### src/rtl/sigma_dpe_sequencer.sv
// Job-level sequencer in front of flexdpe: takes one GEMM-tile descriptor, feeds one
// stationary beat and N streaming beats, waits out the reduction pipeline, then pulses done.
module sigma_dpe_sequencer #(
  parameter int IN_DATA_TYPE = 16,
  parameter int NUM_PES      = 32,
  parameter int LOG2_PES     = 5,
  parameter int CNT_W        = 8,
  parameter int DRAIN_CYCLES = 16
) (
  input  logic                             clk,
  input  logic                             rst,
  input  logic                             cfg_valid,
  output logic                             cfg_ready,
  input  logic [NUM_PES*LOG2_PES-1:0]      cfg_stat_dest,
  input  logic [NUM_PES*LOG2_PES-1:0]      cfg_strm_dest,
  input  logic [NUM_PES*LOG2_PES-1:0]      cfg_vn_sep,
  input  logic [CNT_W-1:0]                 cfg_num_stream,
  input  logic                             in_valid,
  output logic                             in_ready,
  input  logic [NUM_PES*IN_DATA_TYPE-1:0]  in_data,
  output logic                             dpe_data_valid,
  output logic                             dpe_stationary,
  output logic [NUM_PES*IN_DATA_TYPE-1:0]  dpe_data_bus,
  output logic [NUM_PES*LOG2_PES-1:0]      dpe_dest_bus,
  output logic [NUM_PES*LOG2_PES-1:0]      dpe_vn_seperator,
  input  logic [NUM_PES-1:0]               dpe_o_valid,
  output logic                             busy,
  output logic                             done,
  output logic [CNT_W-1:0]                 result_cnt
);

  localparam int MAP_W   = NUM_PES * LOG2_PES;
  localparam int DRAIN_W = (DRAIN_CYCLES > 1) ? $clog2(DRAIN_CYCLES) : 1;

  typedef enum logic [2:0] {IDLE, LOAD_STAT, STREAM, DRAIN, DONE} state_t;

  state_t               state, next_state;
  logic [MAP_W-1:0]     stat_dest, strm_dest, vn_sep;
  logic [CNT_W-1:0]     num_stream, beat_cnt;
  logic [DRAIN_W-1:0]   drain_cnt;
  logic                 cfg_fire, in_fire, last_beat;

  assign cfg_fire  = cfg_valid && cfg_ready;
  assign in_fire   = in_valid && in_ready;
  assign last_beat = ({1'b0, beat_cnt} + (CNT_W+1)'(1)) == {1'b0, num_stream};

  // NOTE: sequential state uses non-blocking assignments so every register samples
  // pre-edge values, regardless of the order the always_ff blocks are evaluated in.
  always_ff @(posedge clk) begin
    if (!rst) state <= IDLE;
    else      state <= next_state;
  end

  // NOTE: next_state gets a default before the case so no path leaves it unassigned,
  // which would otherwise infer a latch.
  always_comb begin
    next_state = state;
    case (state)
      IDLE:      if (cfg_valid) next_state = LOAD_STAT;
      LOAD_STAT: if (in_valid)  next_state = (num_stream == '0) ? DRAIN : STREAM;
      STREAM:    if (in_valid && last_beat) next_state = DRAIN;
      DRAIN:     if (drain_cnt == '0) next_state = DONE;
      DONE:      next_state = IDLE;
      default:   next_state = IDLE;
    endcase
  end

  // Handshake readiness depends on state only, never on the valid it qualifies.
  always_comb begin
    cfg_ready = 1'b0;
    in_ready  = 1'b0;
    done      = 1'b0;
    case (state)
      IDLE:              cfg_ready = 1'b1;
      LOAD_STAT, STREAM: in_ready  = 1'b1;
      DONE:              done      = 1'b1;
      default: ;
    endcase
  end

  // NOTE: the held descriptor is reset as well, so a job dropped by reset leaves nothing
  // behind that a later job could pick up by mistake.
  always_ff @(posedge clk) begin
    if (!rst) begin
      stat_dest  <= '0;
      strm_dest  <= '0;
      vn_sep     <= '0;
      num_stream <= '0;
    end else if (cfg_fire) begin
      stat_dest  <= cfg_stat_dest;
      strm_dest  <= cfg_strm_dest;
      vn_sep     <= cfg_vn_sep;
      num_stream <= cfg_num_stream;
    end
  end

  always_ff @(posedge clk) begin
    if (!rst)                          beat_cnt <= '0;
    else if (cfg_fire)                 beat_cnt <= '0;
    else if (in_fire && state == STREAM) beat_cnt <= beat_cnt + CNT_W'(1);
  end

  // Preloaded outside DRAIN so the count is already DRAIN_CYCLES-1 on the first drain cycle.
  always_ff @(posedge clk) begin
    if (!rst)                  drain_cnt <= '0;
    else if (state != DRAIN)   drain_cnt <= DRAIN_W'(DRAIN_CYCLES - 1);
    else if (drain_cnt != '0)  drain_cnt <= drain_cnt - DRAIN_W'(1);
  end

  always_ff @(posedge clk) begin
    if (!rst) begin
      dpe_data_valid   <= 1'b0;
      dpe_stationary   <= 1'b0;
      dpe_data_bus     <= '0;
      dpe_dest_bus     <= '0;
      dpe_vn_seperator <= '0;
    end else if (in_fire) begin
      dpe_data_valid   <= 1'b1;
      dpe_stationary   <= (state == LOAD_STAT);
      dpe_data_bus     <= in_data;
      dpe_dest_bus     <= (state == LOAD_STAT) ? stat_dest : strm_dest;
      dpe_vn_seperator <= (state == LOAD_STAT) ? '0 : vn_sep;
    end else begin
      dpe_data_valid   <= 1'b0;
      dpe_stationary   <= 1'b0;
      dpe_data_bus     <= '0;
      dpe_dest_bus     <= '0;
      dpe_vn_seperator <= '0;
    end
  end

  always_ff @(posedge clk) begin
    if (!rst)               busy <= 1'b0;
    else if (cfg_fire)      busy <= 1'b1;
    else if (state == DONE) busy <= 1'b0;
  end

  // Result counter holds through IDLE so software can read it after done.
  always_ff @(posedge clk) begin
    if (!rst)
      result_cnt <= '0;
    else if (cfg_fire)
      result_cnt <= '0;
    else if (state != IDLE && (|dpe_o_valid) && result_cnt != '1)
      result_cnt <= result_cnt + CNT_W'(1);
  end

endmodule
### config.mk
export PLATFORM = sky130hd
export DESIGN_NAME = sigma_dpe_sequencer
export DESIGN_NICKNAME = d
export VERILOG_FILES = /design/src/rtl/sigma_dpe_sequencer.sv
export SDC_FILE = /design/constraint.sdc
export NUM_CORES = 2
export LEC_CHECK = 0
export BUFFER_PORTS_ARGS = -buffer_cell sky130_fd_sc_hd__buf_2
export CAP_MARGIN = 20
export CORE_AREA = 2 2 731 733
export CTS_CLUSTER_DIAMETER = 150
export CTS_CLUSTER_SIZE = 10
export DETAILED_ROUTE_END_ITERATION = 6
export DIE_AREA = 0 0 733 735
export GPL_ROUTABILITY_DRIVEN = 0
export SYNTH_ARGS = -nofsm -noshare
export SYNTH_HDL_FRONTEND = slang
export SYNTH_SLANG_ARGS = --single-unit
### constraint.sdc
create_clock -name clk -period 3 [get_ports clk]
set_input_delay 0.9 -clock clk [delete_from_list [all_inputs] [get_ports clk]]
set_output_delay 0.9 -clock clk [all_outputs]
set_load 0.01 [all_outputs]
==> metrics.txt <==
Register-to-Register Setup Slack=0.67 ns; Post-synth EDFFs=0; cell row count=268; most common library cells after synthesis=dfxtp_1 (1346), nand2_1 (985), and2_1 (516); Sink Count=1346; Total Power=41.5 mW; synthesized area=40800 um2; Fillers=61100; Detail Route Antenna Nets=0; Mapped Cells=4087; library cells used by synthesis=43; hold slack=0.137 ns; Die Area=539000 um2; Synth area leader=dfxtp_1; Residual DRC=370; worst skew pair latency=0.95 ns; total CTS buffers=165; pwr dens=645 nW/um2; Max clock buf depth=4; nets=6968; area of the multi-input gates=12700 um2; FF-to-FF path depth=7; CTS Hold Bufs=0; Max-Cap Viols=0; final setup vio count=0; Worst setup EP type=output pin; vias in the first global route=36400; DP Worst Slack=0.380 ns; final hold vios=0; cell count of the worst hold path=2; num ports=1882; Slew Limit Fails=0; dpl hpwl=340000 um; DRT Wirelength=390000 um; R2R Path End=state[2]; failing checks=design-rule violations; setup TNS=0 ns; Reg area=27000 um2; Post-Synthesis Net Count=5126; port buffer count=1881; PostCTS Resize Cnt=4; Top FF cell, synth=dfxtp_1; yosys warns=0; HP Class=input port to flop; top achievable clock speed=0.361 GHz; count leader, synth=dfxtp_1; slowest cell delay on critical path=0.46 ns; vias per cell=2.99; CTS Root Buffer Type=clkbuf_16; Crit Reg-Reg Startpoint=beat_cnt[0]; Peak VDD IR=0.446 mV; status=finished, violations left; Die W=733 um; initial antenna violation count=485; Vias=39700; WHS Endpoint=dpe_data_bus[411]; WL/cell=29.4 um; Initial Util=7.68%; P_leak=27.6 nW; slowest CP cell=dfxtp_2; slew of the pin with the lowest slew margin=0.977 ns; post-synth top area share=66.1%; Die H=735 um; top cells by area, synth=dfxtp_1 (66%), nand2_1 (9.1%), and2_1 (7.9%), a21oi_1 (6.1%), a22o_1 (3.4%); Mean Syn Cell Area=9.98 um2; CP Class=flop to output pin; RSZ-0062 raised after global routing=no; Tmin final=2.77 ns; CP max FO=13; H-tree depth=4; layout cells sized above 1=36.6%; area of the core=531000 um2; CTS tree=done; ys async rst share=0%; startpoint types=flop; post-synthesis register bit count=1346; global route overflow=0; Worst EP arrival=1.87 ns; Reg clk slew, reported paths=0.07 ns; DRT iter0 DRCs=3152; final period utilization=92.4%; crit path cell chain=xnor2_1 > nor2_1 > buf_4; all-layer global routing usage=13.8%; largest net degree at the start of global routing=162; number of setup buffers added after CTS=0; hold_sp=in_data[411]; Worst Skew=0.128 ns; register area share after synthesis=66.1%; Final WS setup=0.229 ns; first-pass GRT wire length=465000 um; DRT Pass-1 Iters=6; relative slew slack=34.9%; Critical Path RT=2.10 ns; Area Overhead vs Synth=57.8%
==> cells by family after synthesis <==
logic type | count (synthesis) | synth area share (%)
buf+inv | 301 | 2.87
simple gates | 1738 | 20.6
flops | 1346 | 66.1
xor+xnor | 23 | 0.494
compound gates | 673 | 9.82
fa+ha+maj | 3 | 0.0921
mux | 3 | 0.0767
==> layout by cell type, fill, tap and decap left out, drive strengths merged, types with 2 or more instances in the layout <==
master | synthesis | layout
buf | 40 | 1969
clkinvlp | 0 | 3
xor2 | 9 | 9
a31oi | 4 | 4
nand2b | 4 | 4
a22o | 160 | 160
nor3 | 11 | 11
nand3b | 2 | 2
clkbuf | 255 | 169
ha | 3 | 3
nor4 | 10 | 10
inv | 6 | 15
nand3 | 7 | 7
nor2 | 22 | 22
or3 | 2 | 2
and3 | 168 | 168
o21ai | 2 | 2
dfxtp | 1346 | 1346
mux2i | 2 | 2
a21oi | 499 | 499
nor3b | 2 | 2
nand4 | 4 | 4
diode | 0 | 310
nand2 | 985 | 985
clkinv | 0 | 15
and2 | 516 | 516
xnor2 | 14 | 14
==> stage by stage <==
stage                     instance area (um2)  util [%]  instances
after CTS                               63500      12.0      13000
after global placement                  59000      11.1      12800
final                                   64300      12.1      13300
after floorplan                         40800         -       4087
after detailed placement                59000      11.1      12800
after global routing                    64000      12.1      13200
==> per-layer routing <==
metal  global-route usage (%)  vias up  share of wire, %
met2                     17.8     2804                36
li1                         -    17200                 -
met3                     13.6      984                21
met5                     3.31        -              0.66
met4                     3.07      286               2.8
met1                     15.5    18400                39
==> final cells by class <==
cell class	count	area share, %
flip-flops and latches	1346	41.9
clock inverters	28	0.597
inverters	6	0.0467
well taps	7020	13.7
diodes	310	1.21
multi-input cells	2440	19.7
repair buffers	1970	16.4
clock buffers	168	6.44
==> worst max-delay path by stage <==
stage | cells after the start | to | slack [ns] | startpoint
after CTS | 3 | done | 0.002 | state[2]
final | 3 | in_ready | 0.23 | state[0]
after floorplan | 7 | stat_dest[58] | 0.79 | cfg_valid
after detailed placement | 7 | stat_dest[90] | 0.38 | cfg_valid
after global placement | 8 | result_cnt[6] | 0.41 | dpe_o_valid[9]
after global routing | 3 | in_ready | 0.01 | state[0]
==> flip-flops by register name, indices dropped and copies added (netlist names) <==
register / flops
num_stream: 8
dpe_vn_seperator: 160
drain_cnt: 4
dpe_data_bus: 512
dpe_dest_bus: 160
strm_dest: 160
stat_dest: 160
state: 3
beat_cnt: 8
dpe_data_valid: 1
busy: 1
dpe_stationary: 1
result_cnt: 8
vn_sep: 160
==> worst max-delay path: cells and delay by family (launching register included) <==
| kind | cells | cell delay [ns] |
|---|---|---|
| flip-flops | 1 | 0.46 |
| buffers and inverters | 1 | 0.23 |
| AND/OR/NAND/NOR | 1 | 0.17 |
| XOR/XNOR | 1 | 0.11 |
==> where the power goes <==
part | switching (mW) | total, mW | internal, mW
registers | 0.418 | 19.1 | 18.7
clock network | 8.46 | 18.4 | 9.95
logic | 2.48 | 3.96 | 1.48
total | 11.4 | 41.5 | 30.2
No activity file was read; power rests on OpenSTA's default activity.
